===== src/rtl/shift_sequencer_pkg.sv =====
// Shared operation and state encodings for the shift sequencer.
package shift_sequencer_pkg;

  typedef enum logic [2:0] {
    MODE_NOP   = 3'd0,
    MODE_LOAD  = 3'd1,
    MODE_CLEAR = 3'd2,
    MODE_SHL   = 3'd3,
    MODE_SHR   = 3'd4,
    MODE_ASR   = 3'd5,
    MODE_ROL   = 3'd6,
    MODE_ROR   = 3'd7
  } mode_t;

  typedef enum logic [1:0] {
    ST_IDLE  = 2'd0,
    ST_SHIFT = 2'd1,
    ST_DONE  = 2'd2
  } state_t;

endpackage


===== src/rtl/shift_sequencer_step.sv =====
// One single-bit shift/rotate step; non-shift modes pass q through.
module shift_step
  import shift_sequencer_pkg::*;
#(
  parameter int WIDTH = 8
) (
  input  mode_t             mode,
  input  logic [WIDTH-1:0]  q,
  input  logic              sin,
  output logic [WIDTH-1:0]  next_q,
  output logic              out_bit
);

  always_comb begin
    next_q  = q;
    out_bit = 1'b0;
    case (mode)
      MODE_SHL: begin next_q = {q[WIDTH-2:0], sin};        out_bit = q[WIDTH-1]; end
      MODE_SHR: begin next_q = {sin, q[WIDTH-1:1]};        out_bit = q[0];       end
      MODE_ASR: begin next_q = {q[WIDTH-1], q[WIDTH-1:1]}; out_bit = q[0];       end
      MODE_ROL: begin next_q = {q[WIDTH-2:0], q[WIDTH-1]}; out_bit = q[WIDTH-1]; end
      MODE_ROR: begin next_q = {q[0], q[WIDTH-1:1]};       out_bit = q[0];       end
      default:  ;
    endcase
  end

endmodule


===== src/rtl/shift_sequencer.sv =====
// Multi-mode register: load/clear in one cycle, shift/rotate one bit per clock,
// with a start/ready/busy/done handshake.
module shift_sequencer
  import shift_sequencer_pkg::*;
#(
  parameter int WIDTH = 8,
  parameter int CNT_W = $clog2(WIDTH + 1)
) (
  input  logic             clk,
  input  logic             reset,
  input  logic             start,
  input  logic [2:0]       mode,
  input  logic [CNT_W-1:0] amount,
  input  logic [WIDTH-1:0] d,
  input  logic             sin,
  output logic [WIDTH-1:0] q,
  output logic             sout,
  output logic             ready,
  output logic             busy,
  output logic             done
);

  state_t           state_q, state_d;
  mode_t            mode_q, mode_d;
  logic [CNT_W-1:0] cnt_q, cnt_d;
  logic [WIDTH-1:0] q_q, q_d;
  logic             sout_q, sout_d;

  mode_t            step_mode;
  logic [WIDTH-1:0] step_q;
  logic             step_out;

  // The first step happens on the accept edge, so IDLE steps with the live mode.
  assign step_mode = (state_q == ST_IDLE) ? mode_t'(mode) : mode_q;

  shift_step #(.WIDTH(WIDTH)) u_step (
    .mode    (step_mode),
    .q       (q_q),
    .sin     (sin),
    .next_q  (step_q),
    .out_bit (step_out)
  );

  always_comb begin
    state_d = state_q;
    mode_d  = mode_q;
    cnt_d   = cnt_q;
    q_d     = q_q;
    sout_d  = sout_q;
    case (state_q)
      ST_IDLE: begin
        if (start) begin
          mode_d  = mode_t'(mode);
          state_d = ST_DONE;
          case (mode_t'(mode))
            MODE_NOP:   ;
            MODE_LOAD:  q_d = d;
            MODE_CLEAR: q_d = '0;
            default: begin
              if (amount != '0) begin
                q_d    = step_q;
                sout_d = step_out;
                cnt_d  = amount - CNT_W'(1);
                if (amount != CNT_W'(1)) state_d = ST_SHIFT;
              end
            end
          endcase
        end
      end
      ST_SHIFT: begin
        q_d    = step_q;
        sout_d = step_out;
        cnt_d  = cnt_q - CNT_W'(1);
        if (cnt_q == CNT_W'(1)) state_d = ST_DONE;
      end
      ST_DONE:  state_d = ST_IDLE;
      default:  state_d = ST_IDLE;
    endcase
  end

  always_ff @(posedge clk) begin
    if (reset) begin
      state_q <= ST_IDLE;
      mode_q  <= MODE_NOP;
      cnt_q   <= '0;
      q_q     <= '0;
      sout_q  <= 1'b0;
    end else begin
      state_q <= state_d;
      mode_q  <= mode_d;
      cnt_q   <= cnt_d;
      q_q     <= q_d;
      sout_q  <= sout_d;
    end
  end

  assign q     = q_q;
  assign sout  = sout_q;
  assign ready = (state_q == ST_IDLE);
  assign busy  = (state_q == ST_SHIFT);
  assign done  = (state_q == ST_DONE);

endmodule


===== config.mk =====
export PLATFORM = sky130hd
export DESIGN_NAME = shift_sequencer
export DESIGN_NICKNAME = d
export VERILOG_FILES = /design/src/rtl/shift_sequencer_pkg.sv /design/src/rtl/shift_sequencer_step.sv /design/src/rtl/shift_sequencer.sv
export SDC_FILE = /design/constraint.sdc
export NUM_CORES = 1
export LEC_CHECK = 0
export BUFFER_PORTS_ARGS = -buffer_cell sky130_fd_sc_hd__buf_2
export CAP_MARGIN = 30
export CELL_PAD_IN_SITES_DETAIL_PLACEMENT = 1
export CELL_PAD_IN_SITES_GLOBAL_PLACEMENT = 2
export CORE_MARGIN = 3
export CORE_UTILIZATION = 34
export CTS_CLUSTER_SIZE = 16
export DETAILED_ROUTE_END_ITERATION = 8
export PLACE_DENSITY_LB_ADDON = 0.05
export SLEW_MARGIN = 20
export SYNTH_ARGS = -nofsm -noshare
export SYNTH_HDL_FRONTEND = slang
export SYNTH_SLANG_ARGS = --single-unit

===== constraint.sdc =====
create_clock -name clk -period 5.4 [get_ports clk]
set_clock_uncertainty 0.2 [all_clocks]
set_input_delay 0.27 -clock clk [delete_from_list [all_inputs] [get_ports clk]]
set_output_delay 0.27 -clock clk [all_outputs]
set_load 0.01 [all_outputs]

==> metrics.md, run 1 <==
| Metric | Value |
|---|---|
| Outcome | `finished clean` |
| Yosys synthesis warning count | `0` |
| Leakage | `0.639 nW` |
| WHS Endpoint | `q[3]$_SDFFE_PP0P_` |
| Final setup vio count | `0` |
| Avg WL per Cell | `about 18 µm` |
| Final core occ | `0.399` |
| Input/output buffers | `30` |
| Slowest stage delay, CP | `approximately 0.76 ns` |
| Initial Util | `0.365` |
| Final hold violation count | `0` |
| Register area share after synthesis | `0.238` |
| CTS tree | `done` |
| Reg2Reg Depth | `5` |
| Max Cap Viol | `0` |
| H-tree Lvls | `1` |
| Met2 WL | `~2.2 mm` |
| Largest net degree at the start of global routing | `19` |
| Core ar. | `between 4000 and 5000 µm²` |
| Post-route cell area | `about 1700 µm²` |
| Site Rows | `23` |
| Vias | `about 1500` |
| Reg2reg end | `q[7]$_SDFFE_PP0P_` |
| Setup Buffers After CTS | `0` |
| Slew @ Worst Pin | `a little under 0.9 ns` |
| Post-synthesis cell area | `approximately 1500 µm²` |
| Final Slew Violations | `0` |
| WL met1 | `between 2 and 2.5 mm` |
| Clk_lat worst skew | `roughly 0.26 ns` |
| Routed vias/inst | `5.85` |
| Gate count of the mapped netlist | `~180` |
| Initial antenna violation count | `0` |
| Die extent in y | `a little over 70 µm` |
| Gr ovfl total | `0` |
| F_max | `roughly 370 MHz` |
| # IOs | `31` |
| Hold Path Stages | `3` |
| Final ANT Viol Nets | `0` |
| Drt first pass iters | `4` |
| Dominant synthesized flop cell | `dfxtp_1` |
| Bufs on Longest Clock Path | `2` |
| Chip width | `around 73 µm` |
| Post-synth ARST share | `0` |
| #FFs+latches synth | `18` |
| Overall Power | `461 µW` |
| Max FO, Critical Path | `15` |
| Internal reg-to-reg setup slack | `around 2.7 ns` |
| Layout cell share with drive strength beyond 1 | `0.260` |
| Clock Pin Slew Worst Setup and Hold Paths | `0.08 ns` |
| Highest metal used | `met4` |
| Resize count post-CTS | `0` |
| Crit start category | `flip-flop` |
| Setup tns final | `0 ns` |
| Mean post-synth cell area | `8.32 µm²` |
| ANT cells | `0` |
| Tot GR Track Use | `0.179` |
| Crit path cell chain | `nor2_1 -> mux2i_2 -> mux2i_1 -> a2111o_1 -> a311oi_2` |
| Worst setup EP type | `flip-flop` |
| Count of cell types in the netlist | `between 50 and 60` |
| Worst path required time | `5.38 ns` |
| Min-Delay Path Class | `in -> reg` |
| CP arrival | `approximately 2.7 ns` |
| Dpl hpwl | `approximately 3.4 mm` |
| Total wire length | `~4.5 mm` |
| Met3 WL post-DR | `167 µm` |
| Initial DRC count | `39` |
| Reg-to-Reg Start | `state_q[0]$_SDFFE_PP0P_` |
| Die area | `approximately 5300 µm²` |
| Dpl cell area | `between 1500 and 2000 µm²` |
| Area growth syn-to-layout | `9.09%` |
| CTS root buf | `clkbuf_8` |
| First-pass GRT wire length | `7.48 mm` |
| Minimum clock period | `2.73 ns` |
| Hold_sp | `d[3]` |
| CTS sink count | `18` |
| Final Cycle Share | `0.505` |
| Syn_nets | `a little over 200` |
| PwrDens | `about 280 nW/µm²` |
| Vias in the first global route | `1509` |
| EDFF count, synth | `0` |
| Cts hold-fix bufs | `0` |
| Slowest-stage cell, CP | `nor2_1` |
| Crit Path Category | `reg -> reg` |
| Unrepaired setup endpoints after global routing | `no` |
| Slew headroom | `0.403` |
| Final GP Congestion | `0.790` |
| Final nets | `229` |
| Max IR drop VDD | `between 0.1 and 0.15 mV` |
| Cts bufs inserted | `3` |
| DRC Markers | `0` |
| Hold slack | `between 0.08 and 0.09 ns` |
cells in the final DEF (no fill, tap or decap), drive strengths merged, types with 4 or more instances in the layout:
master	n
dfxtp	18
a21oi	22
o211ai	5
nor2	10
ha	5
a311oi	9
nand2	26
or3b	4
nand3	8
buf	30
o32a	4
o21ai	8
clkbuf	4
inv	10
cell usage after synthesis (2+ instances only):
library cell	instances	share of area
nand2_1	24	0.060
a21oi_1	22	0.073
dfxtp_1	18	0.24
nor2_1	10	0.025
inv_1	9	0.022
a311oi_2	8	0.079
nand3_1	8	0.026
o21ai_0	8	0.026
ha_1	5	0.041
o211ai_1	5	0.025
clkbuf_1	4	0.0099
o32a_1	4	0.026
buf_6	3	0.022
clkbuf_8	3	0.027
nand3b_1	3	0.015
nor3_1	3	0.0099
or3b_1	3	0.017
xnor2_1	3	0.017
a311o_1	2	0.013
a31oi_1	2	0.0083
a41oi_1	2	0.012
nand2_2	2	0.0083
o21a_1	2	0.0099
xor2_1	2	0.012
layout make-up:
class	count	area, µm²
inverters	10	37.5
multi-input cells	142	986
clock buffers	4	55.1
repair buffers	30	150
flip-flops and latches	18	360
fillers	536	2490
well taps	50	62.6
registers in the layout, indices dropped and copies added (netlist names):
name / cells
cnt_q: 4
mode_q: 3
q: 8
sout: 1
state_q: 2
layer usage:
layer | GRT usage | up-vias
met5 | 0 | -
met1 | 0.217 | 718
met4 | 0.0410 | 0
met3 | 0.0344 | 7
met2 | 0.325 | 34
li1 | - | 728
per-stage QoR:
stage	std cells	setup slack [ns]
6_report	254	2.67
5_1_grt	254	2.40
4_1_cts	254	2.69
3_5_place_dp	250	2.71
3_3_place_gp	250	2.78
2_1_floorplan	182	3.28
worst max-delay path by stage:
stage / startpoint / to / slack, ns / cells after the start
after floorplan: amount[0] / q[6]$_SDFFE_PP0P_ / 3.28 / 9
after global placement: state_q[0]$_SDFFE_PP0P_ / q[7]$_SDFFE_PP0P_ / 2.78 / 5
after detailed placement: state_q[0]$_SDFFE_PP0P_ / q[7]$_SDFFE_PP0P_ / 2.71 / 5
after CTS: state_q[0]$_SDFFE_PP0P_ / q[7]$_SDFFE_PP0P_ / 2.69 / 5
after global routing: state_q[1]$_SDFFE_PP0P_ / q[6]$_SDFFE_PP0P_ / 2.40 / 6
final: state_q[0]$_SDFFE_PP0P_ / q[7]$_SDFFE_PP0P_ / 2.67 / 5
power by group:
group / internal (mW) / switching [mW] / leakage [nW]
Combinational: 0.0721 / 0.0987 / 0.462
Sequential: 0.149 / 0.0251 / 0.148
Clock: 0.0650 / 0.0512 / 0.0288
Total: 0.286 / 0.175 / 0.639
worst max-delay path: cells and delay by family (launching register included):
kind,cells,cell delay [ns]
and+or+nand+nor,1,0.76
AOI/OAI and AO/OA,2,0.67
muxes,2,0.57
DFF,1,0.46
cells by family after synthesis:
logic type               Yosys count  synth area share
flip-flops                        18             0.238
adder cells (fa/ha/maj)            5            0.0413
AO/OA/AOI/OAI                     67             0.350
buffers and inverters             22             0.111
AND/OR/NAND/NOR                   63             0.216
multiplexers                       2            0.0157
XOR/XNOR                           5            0.0289
Note: power is estimated with default switching activity, not from simulation.
==> run 2, diff against run 1 <==
--- a/config.mk
+++ b/config.mk
@@ -10,7 +10,7 @@
 export CELL_PAD_IN_SITES_DETAIL_PLACEMENT = 1
 export CELL_PAD_IN_SITES_GLOBAL_PLACEMENT = 2
 export CORE_MARGIN = 3
-export CORE_UTILIZATION = 34
+export CORE_UTILIZATION = 32
 export CTS_CLUSTER_SIZE = 16
 export DETAILED_ROUTE_END_ITERATION = 8
 export PLACE_DENSITY_LB_ADDON = 0.05
==> constraint.sdc (replaced) <==
create_clock -name clk -period 2.7 [get_ports clk]
set_clock_uncertainty 0.2 [all_clocks]
set_input_delay 0.135 -clock clk [delete_from_list [all_inputs] [get_ports clk]]
set_output_delay 0.135 -clock clk [all_outputs]
set_load 0.01 [all_outputs]
==> metrics.md, run 2 (synthesis results as in run 1) <==
| Metric | Value |
|---|---|
| Minimum clock period | `2.40 ns (-0.324 ns)` |
| Clock Pin Slew Worst Setup and Hold Paths | `0.08 ns (about the same)` |
| Initial DRC count | `92 (+140%)` |
| Gr ovfl total | `0 (unchanged)` |
| Chip width | `74.8 µm (+2.8%)` |
| Dpl hpwl | `3.52 mm (+4.0%)` |
| Cts bufs inserted | `3 (unchanged)` |
| Site Rows | `24 (+4.3%)` |
| Slew @ Worst Pin | `0.630 ns (-0.263 ns)` |
| Routed vias/inst | `5.76 (-1.6%)` |
| Vias in the first global route | `1615 (+7.0%)` |
| Area growth syn-to-layout | `16.1%` |
| Clock network fraction of total power | `0.217 (-0.035)` |
| First-pass GRT wire length | `7.82 mm (+4.6%)` |
| Die area | `5590 µm² (+5.7%)` |
| H-tree Lvls | `1 (unchanged)` |
| Worst path required time | `2.68 ns (-2.70 ns)` |
| Hold slack | `0.0189 ns (-0.0687 ns)` |
| # IOs | `31 (unchanged)` |
| Commonest non-fill, non-tap cell in the layout | `buf_2` |
| Final hold violation count | `0 (unchanged)` |
| Leakage | `0.690 nW (+8.0%)` |
| Crit path cell chain | `nor2_1 -> mux2i_2 -> mux2i_1 -> a2111o_1 -> a311oi_2` |
| Die extent in y | `74.8 µm (+2.8%)` |
| Resize count post-CTS | `0 (unchanged)` |
| Internal power | `559 µW (+95%)` |
| Pre-CTS WS | `0.315 ns (-2.40 ns)` |
| Overall Power | `916 µW (+98%)` |
| Crit start category | `flip-flop` |
| Final setup vio count | `0 (unchanged)` |
| NetSw | `357 µW (+100%)` |
| Final Slew Violations | `0 (unchanged)` |
| F_max | `416 MHz (+13%)` |
| Setup WS post-layout | `0.295 ns (-2.38 ns)` |
| Max FO, Critical Path | `15 (unchanged)` |
| Avg WL per Cell | `17.4 µm (-0.80%)` |
| Post-route cell area | `1760 µm² (+6.4%)` |
| Input/output buffers | `30 (unchanged)` |
| Comb pwr share | `0.403 (+0.033)` |
| CTS tree | `done` |
| Cell family with most CP delay | `compound AO/OA/AOI/OAI gates` |
| Dpl cell area | `1640 µm² (+2.5%)` |
| Reg power frac | `0.380 (+0.002)` |
| Slowest-stage cell, CP | `nor2_1` |
| Drt first pass iters | `4 (unchanged)` |
| Internal reg-to-reg setup slack | `0.30 ns (-2.38 ns)` |
| Vias | `1544 (+3.8%)` |
| Total wire length | `4.67 mm (+4.7%)` |
| Bufs on Longest Clock Path | `2 (unchanged)` |
| Largest net degree at the start of global routing | `19 (unchanged)` |
| CP arrival | `2.38 ns (-0.33 ns)` |
| Unrepaired setup endpoints after global routing | `no` |
| DRC Markers | `0 (unchanged)` |
| Initial antenna violation count | `0 (unchanged)` |
| Outcome | `finished clean` |
| Placed cells | `257 (+2.8%)` |
| Tot GR Track Use | `0.180 (+0.00104)` |
| Final Cycle Share | `0.891 (+0.385)` |
| CTS sink count | `18 (unchanged)` |
| Layout cell share with drive strength beyond 1 | `0.264 (+0.00408)` |
| Largest register FFs | `8 (unchanged)` |
| Final core occ | `0.393 (-0.00565)` |
| Max IR drop VDD | `0.194 mV (+58%)` |
| Final ANT Viol Nets | `0 (unchanged)` |
| Min-Delay Path Class | `in -> reg` |
| Initial Util | `0.338 (-0.0270)` |
| Core ar. | `4470 µm² (+8.0%)` |
| Worst setup EP type | `flip-flop` |
| Final GP Congestion | `0.898 (+14%)` |
| ANT cells | `0 (unchanged)` |
| Max Cap Viol | `0 (unchanged)` |
| Final nets | `242 (+5.7%)` |
| Crit path buf inv count | `0 (unchanged)` |
| CTS root buf | `clkbuf_8` |
| Final Non-Filler Cells | `268 (+5.5%)` |
| Setup tns final | `0 ns (unchanged)` |
| Clk_lat worst skew | `0.26 ns (about the same)` |
| Crit Path Category | `reg -> reg` |
| Net Sw Frac | `0.390 (+0.0108)` |
| Slowest stage delay, CP | `0.56 ns (-0.20 ns)` |
| Slew headroom | `0.579 (+0.176)` |
| Most frequent cells in the layout | `buf_2, nand2_1, a21oi_1` |
| PwrDens | `521 nW/µm² (+86%)` |
-- run 2: tightest hold or removal path: cells and delay by family --
family | cells | cell delay [ns]
and+or+nand+nor | 1 | 0.09
AOI/OAI and AO/OA | 1 | 0.05
buffers and inverters | 1 | 0.15
-- run 2: repair_timing --
item / 4_1_cts / 5_1_grt
buffers inserted: 0 / 0
endpoints found under the hold margin: 8 / 0
hold buffers: 8 / 0
-- run 2: worst paths after layout --
check,start,endpoint,cells past startpoint
setup / recovery,state_q[0]$_SDFFE_PP0P_,q[7]$_SDFFE_PP0P_,5
hold / removal,start,mode_q[0]$_SDFFE_PP0P_,3
setup reg to reg,state_q[0]$_SDFFE_PP0P_,q[7]$_SDFFE_PP0P_,5
hold reg to reg,sout$_SDFFE_PP0P_,sout$_SDFFE_PP0P_,2
-- run 2: routing by layer --
metal,vias to the layer above,part of all wire,global-route usage
met4,0,0.0075,0.0375
met3,5,0.025,0.0240
met2,23,0.47,0.306
met5,-,0,0
li1,753,-,-
met1,763,0.50,0.245
-- run 2: layout make-up --
type	count	area (µm²)
fillers	564	2720
multi-input cells	142	986
flip-flops and latches	18	360
repair buffers	43	268
well taps	52	65.1
clock buffers	3	41.3
inverters	10	37.5
-- run 2: power groups by stage --
stage	combinational (mW)	clock, mW	sequential, mW
3_3_place_gp	0.354	0	0.350
6_report	0.369	0.198	0.348
2_1_floorplan	0.273	0	0.343
4_1_cts	0.372	0.203	0.347
3_5_place_dp	0.361	0	0.354
5_1_grt	0.412	0.216	0.356
==> run 3, diff against run 2 <==
--- a/config.mk
+++ b/config.mk
@@ -11,6 +11,7 @@
 export CELL_PAD_IN_SITES_GLOBAL_PLACEMENT = 2
 export CORE_MARGIN = 3
 export CORE_UTILIZATION = 32
+export CTS_CLUSTER_DIAMETER = 120
 export CTS_CLUSTER_SIZE = 16
 export DETAILED_ROUTE_END_ITERATION = 8
 export PLACE_DENSITY_LB_ADDON = 0.05
==> constraint.sdc (replaced) <==
create_clock -name clk -period 2.6 [get_ports clk]
set_clock_uncertainty 0.2 [all_clocks]
set_input_delay 0.13 -clock clk [delete_from_list [all_inputs] [get_ports clk]]
set_output_delay 0.13 -clock clk [all_outputs]
set_load 0.01 [all_outputs]
==> metrics.md, run 3 (synthesis results as in run 1) <==
| Metric | Value |
|---|---|
| Worst setup EP type | `flip-flop` |
| Max FO, Critical Path | `8 (-7)` |
| Drt first pass iters | `4 (unchanged)` |
| Final Slew Violations | `0 (unchanged)` |
| Total wire length | `4.67 mm (about the same)` |
| Routed vias/inst | `5.69 (-1.3%)` |
| Bufs on Longest Clock Path | `2 (unchanged)` |
| Slowest-stage cell, CP | `nor2_1` |
| M3 GR Usage | `0.0360 (+0.0120)` |
| Minimum clock period | `2.32 ns (-0.0799 ns)` |
| Crit path from | `state_q[0]$_SDFFE_PP0P_` |
| Leakage | `0.712 nW (+3.2%)` |
| Most frequent cells in the layout | `buf_2, nand2_1, a21oi_1` |
| Clk_lat worst skew | `0.26 ns (about the same)` |
| Cell family with most CP delay | `compound AO/OA/AOI/OAI gates` |
| Net Sw Frac | `0.375 (-0.0149)` |
| PwrDens | `551 nW/µm² (+5.9%)` |
| Min-Delay Path Class | `in -> reg` |
| Final core occ | `0.401 (+0.00811)` |
| Layout cell share with drive strength beyond 1 | `0.277 (+0.0134)` |
| Post-route cell area | `1790 µm² (+2.1%)` |
| Final setup vio count | `0 (unchanged)` |
| Crit start category | `flip-flop` |
| Final hold violation count | `0 (unchanged)` |
| Crit path buf inv count | `0 (unchanged)` |
| CTS sink count | `18 (unchanged)` |
| Initial DRC count | `63 (-32%)` |
| Internal reg-to-reg setup slack | `0.28 ns (-0.02 ns)` |
| Die area | `5590 µm² (unchanged)` |
| ANT cells | `0 (unchanged)` |
| Core ar. | `4470 µm² (unchanged)` |
| Max Cap Viol | `0 (unchanged)` |
| CP arrival | `2.30 ns (-0.08 ns)` |
| Worst path required time | `2.58 ns (-0.10 ns)` |
| Vias in the first global route | `1640 (+1.5%)` |
| Final ANT Viol Nets | `0 (unchanged)` |
| Chip width | `74.8 µm (unchanged)` |
| Input/output buffers | `30 (unchanged)` |
| Max IR drop VDD | `0.323 mV (+67%)` |
| Final nets | `245 (+1.2%)` |
| Die extent in y | `74.8 µm (unchanged)` |
| Resize count post-CTS | `0 (unchanged)` |
| Tot GR Track Use | `0.186 (+0.00571)` |
| First-pass GRT wire length | `8.03 mm (+2.6%)` |
| Slowest stage delay, CP | `0.57 ns (about the same)` |
| Largest register FFs | `8 (unchanged)` |
| Initial Util | `0.338 (unchanged)` |
| Hold_sp | `start` |
| Commonest non-fill, non-tap cell in the layout | `buf_2` |
| Gr ovfl total | `0 (unchanged)` |
| Cts bufs inserted | `3 (unchanged)` |
| CP Depth | `5 (unchanged)` |
| F_max | `430 MHz (+3.4%)` |
| Slew headroom | `0.542 (-0.0366)` |
| Comb pwr share | `0.403 (about the same)` |
| Vias | `1547 (+0.19%)` |
| Hold Path Stages | `3 (unchanged)` |
| # IOs | `31 (unchanged)` |
| Dpl cell area | `1660 µm² (+1.4%)` |
| Site Rows | `24 (unchanged)` |
| Reg power frac | `0.356 (-0.024)` |
| Multi-input logic area | `986 µm² (unchanged)` |
| Unrepaired setup endpoints after global routing | `no` |
| Largest net degree at the start of global routing | `19 (unchanged)` |
| Crit path cell chain | `nor2_1 -> mux2i_2 -> mux2i_1 -> a2111o_1 -> a311oi_2` |
| Peak-usage layer in the global routing report | `met2` |
| Final Non-Filler Cells | `272 (+1.5%)` |
| DRC Markers | `0 (unchanged)` |
| Final Cycle Share | `0.894 (+0.00353)` |
| Slew @ Worst Pin | `0.684 ns (+0.0547 ns)` |
| Internal power | `618 µW (+11%)` |
| Final GP Congestion | `0.929 (+3.4%)` |
| Reg-to-Reg Start | `state_q[0]$_SDFFE_PP0P_` |
| Crit Path Category | `reg -> reg` |
| CTS tree | `done` |
| Setup Buffers After CTS | `0 (unchanged)` |
| Reg2Reg Depth | `5 (unchanged)` |
| CTS root buf | `clkbuf_8` |
| NetSw | `371 µW (+3.9%)` |
| Area growth syn-to-layout | `18.5%` |
| Outcome | `finished clean` |
| Setup tns final | `0 ns (unchanged)` |
| Sequential Area | `360 µm² (unchanged)` |
| GR Util met1 | `0.251 (+0.00644)` |
| Filler cells | `539 (-4.4%)` |
| Avg WL per Cell | `17.2 µm (-1.4%)` |
| Dpl hpwl | `3.64 mm (+3.2%)` |
| Initial antenna violation count | `0 (unchanged)` |
| H-tree Lvls | `1 (unchanged)` |
| GR Layer Usage met2 | `0.300 (-0.00585)` |
| Placed cells | `260 (+1.2%)` |
| Clock Pin Slew Worst Setup and Hold Paths | `0.07 ns (about the same)` |
| Clock network fraction of total power | `0.241 (+0.024)` |
-- run 3: layout make-up --
type,count,area share
clock buffer,4,0.0307
tap,52,0.0363
sequential,18,0.201
inverter,10,0.0209
multi-input combinational,142,0.550
timing repair buffer,46,0.162
-- run 3: worst register-to-register path: cells and delay by family, from the launching register on --
family | cells | cell delay (ns)
compound gates | 2 | 0.65
flops | 1 | 0.38
mux | 2 | 0.43
simple gates | 1 | 0.57
-- run 3: path summary, 6_finish.rpt --
| kind | to |
|---|---|
| max | q[7]$_SDFFE_PP0P_ |
| min | mode_q[1]$_SDFFE_PP0P_ |
| max reg2reg | q[7]$_SDFFE_PP0P_ |
| min reg2reg | cnt_q[1]$_SDFFE_PP0P_ |
-- run 3: what timing repair did --
item,4_1_cts,5_1_grt
setup endpoints to repair,0,0
hold endpoints to repair,8,0
hold buffers,8,0
-- run 3: stage by stage --
| step | hold WS, ns | worst slack, ns | total power [mW] |
|---|---|---|---|
| global placement | 0.226 | 0.401 | 0.737 |
| finish | 0.0100 | 0.275 | 0.989 |
| floorplan | 0.116 | 0.618 | 0.640 |
| detailed placement | 0.236 | 0.335 | 0.749 |
| global route | 0.0245 | 0.169 | 1.07 |
| CTS | 0.00142 | 0.316 | 1.00 |
-- run 3: power by group through the flow --
stage               sequential, mW  clock [mW]  combinational [mW]
detailed placement           0.359           0               0.391
finish                       0.352       0.239               0.398
global route                 0.361       0.267               0.444
CTS                          0.352       0.249               0.402
floorplan                    0.356           0               0.283
global placement             0.358           0               0.379
-- run 3: layer usage --
metal,vias up,wire [µm]
li1,763,-
met1,763,2230
met2,17,2280
met3,4,119
met4,0,39
met5,-,0
